`src/rtl/pipe_stage_reg_pkg.sv`:
```
// Shared constants, exception codes and the stage bundle for the pipeline stage registers.
package pipe_pkg;

  localparam int unsigned EXC_W = 5;

  localparam logic [31:0] NOP        = 32'h0000_0000;
  localparam logic [31:0] RESET_PC   = 32'h0000_3000;
  localparam logic [31:0] HANDLER_PC = 32'h0000_4180;

  localparam logic [EXC_W-1:0] EXC_NONE = 5'd0;
  localparam logic [EXC_W-1:0] EXC_ADEL = 5'd4;
  localparam logic [EXC_W-1:0] EXC_ADES = 5'd5;
  localparam logic [EXC_W-1:0] EXC_SYS  = 5'd8;
  localparam logic [EXC_W-1:0] EXC_BP   = 5'd9;
  localparam logic [EXC_W-1:0] EXC_RI   = 5'd10;
  localparam logic [EXC_W-1:0] EXC_OV   = 5'd12;

  typedef struct packed {
    logic [31:0]      instr;
    logic [31:0]      pc;
    logic             bd;
    logic [EXC_W-1:0] exc;
    logic             valid;
  } stage_t;

  typedef enum logic [1:0] {
    ACT_LOAD,
    ACT_HOLD,
    ACT_BUBBLE,
    ACT_REDIRECT
  } stage_act_e;

  // Fixed per-edge priority: req > flush > stall > load.
  function automatic stage_act_e select_act(input logic req, input logic flush,
                                            input logic stall);
    if (req)   return ACT_REDIRECT;
    if (flush) return ACT_BUBBLE;
    if (stall) return ACT_HOLD;
    return ACT_LOAD;
  endfunction

endpackage

```
`src/rtl/pipe_stage_reg_if.sv`:
```
// Control, upstream and registered-stage signals of one pipeline stage register.
interface pipe_stage_reg_if #(
  parameter int unsigned INSTR_W = 32,
  parameter int unsigned PC_W    = 32,
  parameter int unsigned EXC_W   = pipe_pkg::EXC_W,
  parameter int unsigned CNT_W   = 8
) ();
  logic               req;
  logic               flush;
  logic               stall;
  logic [INSTR_W-1:0] in_instr;
  logic [PC_W-1:0]    in_pc;
  logic               in_bd;
  logic [EXC_W-1:0]   in_exc;
  logic               in_valid;
  logic [INSTR_W-1:0] out_instr;
  logic [PC_W-1:0]    out_pc;
  logic [PC_W-1:0]    out_pc8;
  logic               out_bd;
  logic [EXC_W-1:0]   out_exc;
  logic               out_valid;
  logic [CNT_W-1:0]   stall_cnt;
  logic               stall_long;

  modport master (
    output req, flush, stall, in_instr, in_pc, in_bd, in_exc, in_valid,
    input  out_instr, out_pc, out_pc8, out_bd, out_exc, out_valid, stall_cnt, stall_long
  );

  modport slave (
    input  req, flush, stall, in_instr, in_pc, in_bd, in_exc, in_valid,
    output out_instr, out_pc, out_pc8, out_bd, out_exc, out_valid, stall_cnt, stall_long
  );
endinterface

```
`src/rtl/pipe_stage_reg_sat_counter.sv`:
```
// Saturating up-counter with synchronous clear; next value exposed for registered threshold flags.
module sat_counter #(
  parameter int unsigned CNT_W = 8
) (
  input  logic             clk_i,
  input  logic             rst_i,
  input  logic             inc_i,
  input  logic             clr_i,
  output logic [CNT_W-1:0] count_o,
  output logic [CNT_W-1:0] next_o
);
  logic [CNT_W-1:0] count_q, count_d;

  always_comb begin
    count_d = count_q;
    if (clr_i) begin
      count_d = '0;
    end else if (inc_i && (count_q != '1)) begin
      count_d = count_q + CNT_W'(1);
    end
  end

  always_ff @(posedge clk_i or posedge rst_i) begin
    if (rst_i) begin
      count_q <= '0;
    end else begin
      count_q <= count_d;
    end
  end

  assign count_o = count_q;
  assign next_o  = count_d;
endmodule

```
`src/rtl/pipe_stage_reg.sv`:
```
// Inter-stage pipeline register with redirect, bubble, hold and a saturating stall-length monitor.
module pipe_stage_reg #(
  parameter int unsigned             INSTR_W     = 32,
  parameter int unsigned             PC_W        = 32,
  parameter int unsigned             EXC_W       = pipe_pkg::EXC_W,
  parameter logic [PC_W-1:0]         RESET_PC    = pipe_pkg::RESET_PC,
  parameter logic [PC_W-1:0]         HANDLER_PC  = pipe_pkg::HANDLER_PC,
  parameter logic [INSTR_W-1:0]      NOP         = pipe_pkg::NOP,
  parameter int unsigned             CNT_W       = 8,
  parameter logic [CNT_W-1:0]        STALL_LIMIT = 8'd64
) (
  input logic             clk,
  input logic             reset,
  pipe_stage_reg_if.slave bus
);
  localparam logic [PC_W-1:0] PC_INC = PC_W'(8);

  pipe_pkg::stage_act_e act;

  logic [INSTR_W-1:0] instr_q, instr_d;
  logic [PC_W-1:0]    pc_q, pc_d;
  logic [PC_W-1:0]    pc8_q, pc8_d;
  logic               bd_q, bd_d;
  logic [EXC_W-1:0]   exc_q, exc_d;
  logic               valid_q, valid_d;
  logic               long_q;

  logic               cnt_inc;
  logic [CNT_W-1:0]   cnt_q, cnt_next;

  assign act = pipe_pkg::select_act(bus.req, bus.flush, bus.stall);

  always_comb begin
    instr_d = instr_q;
    pc_d    = pc_q;
    pc8_d   = pc8_q;
    bd_d    = bd_q;
    exc_d   = exc_q;
    valid_d = valid_q;
    unique case (act)
      pipe_pkg::ACT_REDIRECT: begin
        instr_d = NOP;
        pc_d    = HANDLER_PC;
        pc8_d   = HANDLER_PC + PC_INC;
        bd_d    = 1'b0;
        exc_d   = '0;
        valid_d = 1'b0;
      end
      // Bubble keeps the displaced PC/BD so a later exception can still report a precise EPC.
      pipe_pkg::ACT_BUBBLE: begin
        instr_d = NOP;
        pc_d    = bus.in_pc;
        pc8_d   = bus.in_pc + PC_INC;
        bd_d    = bus.in_bd;
        exc_d   = '0;
        valid_d = 1'b0;
      end
      pipe_pkg::ACT_HOLD: begin
      end
      pipe_pkg::ACT_LOAD: begin
        instr_d = bus.in_instr;
        pc_d    = bus.in_pc;
        pc8_d   = bus.in_pc + PC_INC;
        bd_d    = bus.in_bd;
        exc_d   = bus.in_exc;
        valid_d = bus.in_valid;
      end
    endcase
  end

  assign cnt_inc = (act == pipe_pkg::ACT_HOLD);

  sat_counter #(.CNT_W(CNT_W)) u_stall_cnt (
    .clk_i   (clk),
    .rst_i   (reset),
    .inc_i   (cnt_inc),
    .clr_i   (!cnt_inc),
    .count_o (cnt_q),
    .next_o  (cnt_next)
  );

  always_ff @(posedge clk or posedge reset) begin
    if (reset) begin
      instr_q <= NOP;
      pc_q    <= RESET_PC;
      pc8_q   <= RESET_PC + PC_INC;
      bd_q    <= 1'b0;
      exc_q   <= '0;
      valid_q <= 1'b0;
      long_q  <= 1'b0;
    end else begin
      instr_q <= instr_d;
      pc_q    <= pc_d;
      pc8_q   <= pc8_d;
      bd_q    <= bd_d;
      exc_q   <= exc_d;
      valid_q <= valid_d;
      long_q  <= (cnt_next >= STALL_LIMIT);
    end
  end

  assign bus.out_instr  = instr_q;
  assign bus.out_pc     = pc_q;
  assign bus.out_pc8    = pc8_q;
  assign bus.out_bd     = bd_q;
  assign bus.out_exc    = exc_q;
  assign bus.out_valid  = valid_q;
  assign bus.stall_cnt  = cnt_q;
  assign bus.stall_long = long_q;
endmodule

```
`src/flat_wrapper.sv`:
```
// flat-port wrapper written by rule: the top's interface ports become plain ports
module pipe_stage_reg_flat 
#(
  parameter int unsigned             INSTR_W     = 32,
  parameter int unsigned             PC_W        = 32,
  parameter int unsigned             EXC_W       = pipe_pkg::EXC_W,
  parameter logic [PC_W-1:0]         RESET_PC    = pipe_pkg::RESET_PC,
  parameter logic [PC_W-1:0]         HANDLER_PC  = pipe_pkg::HANDLER_PC,
  parameter logic [INSTR_W-1:0]      NOP         = pipe_pkg::NOP,
  parameter int unsigned             CNT_W       = 8,
  parameter logic [CNT_W-1:0]        STALL_LIMIT = 8'd64
)
  (clk, reset, bus_req, bus_flush, bus_stall, bus_in_instr, bus_in_pc, bus_in_bd, bus_in_exc, bus_in_valid, bus_out_instr, bus_out_pc, bus_out_pc8, bus_out_bd, bus_out_exc, bus_out_valid, bus_stall_cnt, bus_stall_long);
  pipe_stage_reg_if #(.INSTR_W(INSTR_W), .PC_W(PC_W), .EXC_W(EXC_W), .CNT_W(CNT_W)) bus_i ();
  input logic clk;
  input logic reset;
  input wire logic [$bits(bus_i.req)-1:0] bus_req;
  input wire logic [$bits(bus_i.flush)-1:0] bus_flush;
  input wire logic [$bits(bus_i.stall)-1:0] bus_stall;
  input wire logic [$bits(bus_i.in_instr)-1:0] bus_in_instr;
  input wire logic [$bits(bus_i.in_pc)-1:0] bus_in_pc;
  input wire logic [$bits(bus_i.in_bd)-1:0] bus_in_bd;
  input wire logic [$bits(bus_i.in_exc)-1:0] bus_in_exc;
  input wire logic [$bits(bus_i.in_valid)-1:0] bus_in_valid;
  output wire logic [$bits(bus_i.out_instr)-1:0] bus_out_instr;
  output wire logic [$bits(bus_i.out_pc)-1:0] bus_out_pc;
  output wire logic [$bits(bus_i.out_pc8)-1:0] bus_out_pc8;
  output wire logic [$bits(bus_i.out_bd)-1:0] bus_out_bd;
  output wire logic [$bits(bus_i.out_exc)-1:0] bus_out_exc;
  output wire logic [$bits(bus_i.out_valid)-1:0] bus_out_valid;
  output wire logic [$bits(bus_i.stall_cnt)-1:0] bus_stall_cnt;
  output wire logic [$bits(bus_i.stall_long)-1:0] bus_stall_long;
  assign bus_i.req = bus_req;
  assign bus_i.flush = bus_flush;
  assign bus_i.stall = bus_stall;
  assign bus_i.in_instr = bus_in_instr;
  assign bus_i.in_pc = bus_in_pc;
  assign bus_i.in_bd = bus_in_bd;
  assign bus_i.in_exc = bus_in_exc;
  assign bus_i.in_valid = bus_in_valid;
  assign bus_out_instr = bus_i.out_instr;
  assign bus_out_pc = bus_i.out_pc;
  assign bus_out_pc8 = bus_i.out_pc8;
  assign bus_out_bd = bus_i.out_bd;
  assign bus_out_exc = bus_i.out_exc;
  assign bus_out_valid = bus_i.out_valid;
  assign bus_stall_cnt = bus_i.stall_cnt;
  assign bus_stall_long = bus_i.stall_long;
  pipe_stage_reg #(.INSTR_W(INSTR_W), .PC_W(PC_W), .EXC_W(EXC_W), .RESET_PC(RESET_PC), .HANDLER_PC(HANDLER_PC), .NOP(NOP), .CNT_W(CNT_W), .STALL_LIMIT(STALL_LIMIT)) u_core (.clk(clk), .reset(reset), .bus(bus_i));
endmodule
```
`config.mk`:
```
export PLATFORM = sky130hd
export DESIGN_NAME = pipe_stage_reg_flat
export DESIGN_NICKNAME = d
export VERILOG_FILES = /design/src/rtl/pipe_stage_reg_pkg.sv /design/src/rtl/pipe_stage_reg_if.sv /design/src/rtl/pipe_stage_reg_sat_counter.sv /design/src/rtl/pipe_stage_reg.sv /design/src/flat_wrapper.sv
export SDC_FILE = /design/constraint.sdc
export NUM_CORES = 1
export LEC_CHECK = 0
export ABC_CLOCK_PERIOD_IN_PS = 4250
export CAP_MARGIN = 15
export CORE_MARGIN = 4
export CORE_UTILIZATION = 30
export DETAILED_ROUTE_END_ITERATION = 6
export SYNTH_ARGS = -nofsm -noshare
export SYNTH_HDL_FRONTEND = slang
export SYNTH_SLANG_ARGS = --single-unit
```
`constraint.sdc`:
```
create_clock -name clk -period 4.25 [get_ports clk]
set_clock_uncertainty 0.2 [all_clocks]
set_input_delay 0.425 -clock clk [delete_from_list [all_inputs] [get_ports clk]]
set_output_delay 0.425 -clock clk [all_outputs]
set_load 0.01 [all_outputs]
```
==> results.json <==
{
  "dr.first_iter.drc_count": 232,
  "finalCritPeriodShare": 0.631,
  "start_util": 0.306,
  "drc": 0,
  "nets": 660,
  "grt_usage": 0.161,
  "path_buf_inv": 1,
  "ys_top_cells_by_count": "dfrtp_1 (104), a22o_1 (66), nand2_1 (33), clkbuf_1 (29), nand3_1 (24)",
  "wl_per_cell_um": 18.1,
  "antenna_found_initial": 0,
  "synth_warnings": 0,
  "cts_setup_buffers": 0,
  "relSlewSlack": 0.463,
  "dpl.cell_count": 759,
  "place_congestion": 0.793,
  "worst_pin_slew_ns": 0.804,
  "avgViaCountPerCell": 5.15,
  "cts_root_buffer": "clkbuf_16",
  "critical_path_class": "input pin to flip-flop",
  "yosysSeqAreaShare": 0.588,
  "grt_remaining_overflow": 0,
  "fin_setup_tns_ns": 0,
  "synth.top_cell.area_share": 0.560,
  "wl_um": 14000,
  "cts_buffers": 9,
  "p_sw_mw": 0.601,
  "fmax_ghz": 0.373,
  "fp.dieW_um": 132,
  "synth_fp_nets": 490,
  "period_needed_ns": 2.68,
  "clock-sinks": 109,
  "path_max_fanout": 11,
  "cpPeakStageDelay_ns": 0.68,
  "power.internal_mw": 1.88,
  "core_area_um2": 15200,
  "path_cells": "clkdlybuf4s50_1 > nand4_1 > or4_1 > o311a_1 > a221o_1",
  "hp-class": "flip-flop to flip-flop",
  "combPwrFrac": 0.153,
  "grt_max_degree": 66,
  "areaGrowthSynthToFinish_pct": 51.7,
  "finalHoldViolations": 0,
  "critPathLaunchType": "input pin",
  "clk_pin_slew_ns": 0.07,
  "cts_resized": 0,
  "ir_drop_v": 0.000217,
  "syn-instance-count": 412,
  "power_density_nw_per_um2": 352,
  "dr_total_vias": 3992,
  "htreeDepth": 3,
  "synth_top_area_cell": "dfrtp_1",
  "synth_edf_count": 0,
  "final_cells": 775,
  "cp_top_family": "simple AND/OR/NAND/NOR gates",
  "ys.flop_type": "dfrtp_1",
  "firstDrtPassIters": 4,
  "hold_slack_ns": 0.265,
  "seq_power_share": 0.454,
  "n_fill_cell": 1423,
  "switching_share": 0.242,
  "drive_gt1_frac": 0.0545,
  "drv_cap": 0,
  "cp.required_ns": 4.29,
  "die_y_um": 132,
  "diodes": 0,
  "clkPwrFrac": 0.393,
  "synth.area.top_cells": "dfrtp_1 (56%), a22o_1 (12%), dfstp_2 (2.8%)",
  "portBuffers": 187,
  "end_kind": "flip-flop",
  "drtAntennaViolNets": 0,
  "die-area_um2": 17600,
  "syn_area_um2": 4650,
  "async_reset_ff_frac": 1.00,
  "cts_hold_buf": 0,
  "arrival_ns": 2.72,
  "ios": 188,
  "avgSynthCellArea_um2": 11.3,
  "rows": 45,
  "r2r_slack_ns": 2.66,
  "setup_viol": 0,
  "cts_tree": "yes",
  "yosysMostFrequentCell": "dfrtp_1",
  "p_leak_nw": 2.91,
  "ys_types": 39,
  "synth-seq-cells": 109,
  "rsz0062_at_grt": "no",
  "grt_pass1_vias": 4205,
  "maxSlewViolCount": 0,
  "grt_first_pass_wirelength_um": 22600,
  "clk_path_buf_depth": 2,
  "clock_latency_ns": 0.35,
  "crit_path_top_delay_cell": "or4_1",
  "place_hpwl_um": 10100,
  "outcome": "finished, final reports clean"
}
[cell families (layout without fill, tap and decap cells)]
kind of cell | Yosys count | in the layout | share of synthesized area
AO/OA/AOI/OAI | 114 | 114 | 0.193
AND/OR/NAND/NOR | 130 | 130 | 0.146
flip-flops | 109 | 109 | 0.588
adder cells (fa/ha/maj) | 2 | 2 | 0.00538
multiplexers | 1 | 1 | 0.00215
buffers and inverters | 40 | 215 | 0.0353
XOR/XNOR | 16 | 16 | 0.0301
[worst paths after layout]
check                                              startpoint                             to  cells past startpoint
worst max-delay path                             bus_in_pc[6]         u_core.bus.out_pc8[28]                      5
worst min-delay path                   u_core.bus.out_pc8[12]         u_core.bus.out_pc8[12]                      2
worst max register to register  u_core.u_stall_cnt.count_o[5]  u_core.u_stall_cnt.count_o[5]                      3
worst min register to register         u_core.bus.out_pc8[12]         u_core.bus.out_pc8[12]                      2
max in group asynchronous                               reset         u_core.bus.out_pc8[12]                      3
min in group asynchronous                               reset          u_core.bus.out_pc[21]                      2
[registers in the layout (all words and copies together), names as in the netlist]
register,flops
u_core.bus.out_pc8,32
u_core.bus.stall_long,1
u_core.bus.out_instr,32
u_core.bus.out_bd,1
u_core.u_stall_cnt.count_o,8
u_core.bus.out_pc,29
u_core.bus.out_valid,1
u_core.bus.out_exc,5
[stage by stage]
| step | utilization | setup WS [ns] | instance area (µm²) | power, mW |
|---|---|---|---|---|
| 6_report | 0.464 | 1.57 | 7050 | 2.48 |
| 5_1_grt | 0.464 | 1.41 | 7050 | 2.60 |
| 4_1_cts | 0.464 | 1.59 | 7050 | 2.52 |
| 3_5_place_dp | 0.441 | 1.22 | 6710 | 1.53 |
| 3_3_place_gp | 0.441 | 1.28 | 6710 | 1.53 |
| 2_1_floorplan | - | 0.759 | 4650 | 1.28 |
[worst reg2reg max path, cell delays in order (launching register included)]
cell      delay (ns)
dfrtp_1         0.41
and4_1          0.38
a31oi_1         0.17
a311oi_1        0.32
[cell type report]
cell class / instances / area, µm² / area share
Timing Repair Buffer: 193 / 1940 / 0.275
Inverter: 6 / 25.0 / 0.00355
Sequential cell: 109 / 2730 / 0.388
Clock inverter: 7 / 124 / 0.0176
Clock buffer: 9 / 225 / 0.0319
Tap cell: 188 / 235 / 0.0333
Multi-Input combinational cell: 263 / 1770 / 0.251
[layer usage]
metal / global-route usage / part of all wire / vias to the layer above
met2: 0.249 / 0.46 / 154
met5: 0 / 0 / -
met4: 0.0520 / 0.013 / 0
met1: 0.207 / 0.44 / 1936
li1: - / - / 1887
met3: 0.0650 / 0.090 / 15
[cell usage in the layout (no fill, tap or decap), types with 4 or more instances in the layout]
cell	synthesis	layout
a21oi_1	11	11
a22o_1	66	66
a32oi_1	4	4
buf_4	3	4
clkbuf_16	0	9
clkdlybuf4s50_1	0	187
dfrtp_1	104	104
dfstp_2	5	5
inv_1	6	5
nand2_1	33	33
nand3_1	24	24
nand4_1	9	9
nor2_1	19	17
nor3_1	8	8
o211ai_1	11	11
o21ai_1	10	10
or3_1	6	6
or4_1	15	15
xnor2_1	12	12
xor2_1	4	4
[power groups by stage]
stage / clock network, mW / registers, mW / logic [mW]
final: 0.975 / 1.13 / 0.379
after global routing: 1.05 / 1.13 / 0.410
after CTS: 1.01 / 1.13 / 0.386
after detailed placement: 0 / 1.15 / 0.385
after global placement: 0 / 1.15 / 0.382
after floorplan: 0 / 1.17 / 0.113
No activity file was read; power rests on OpenSTA's default activity.
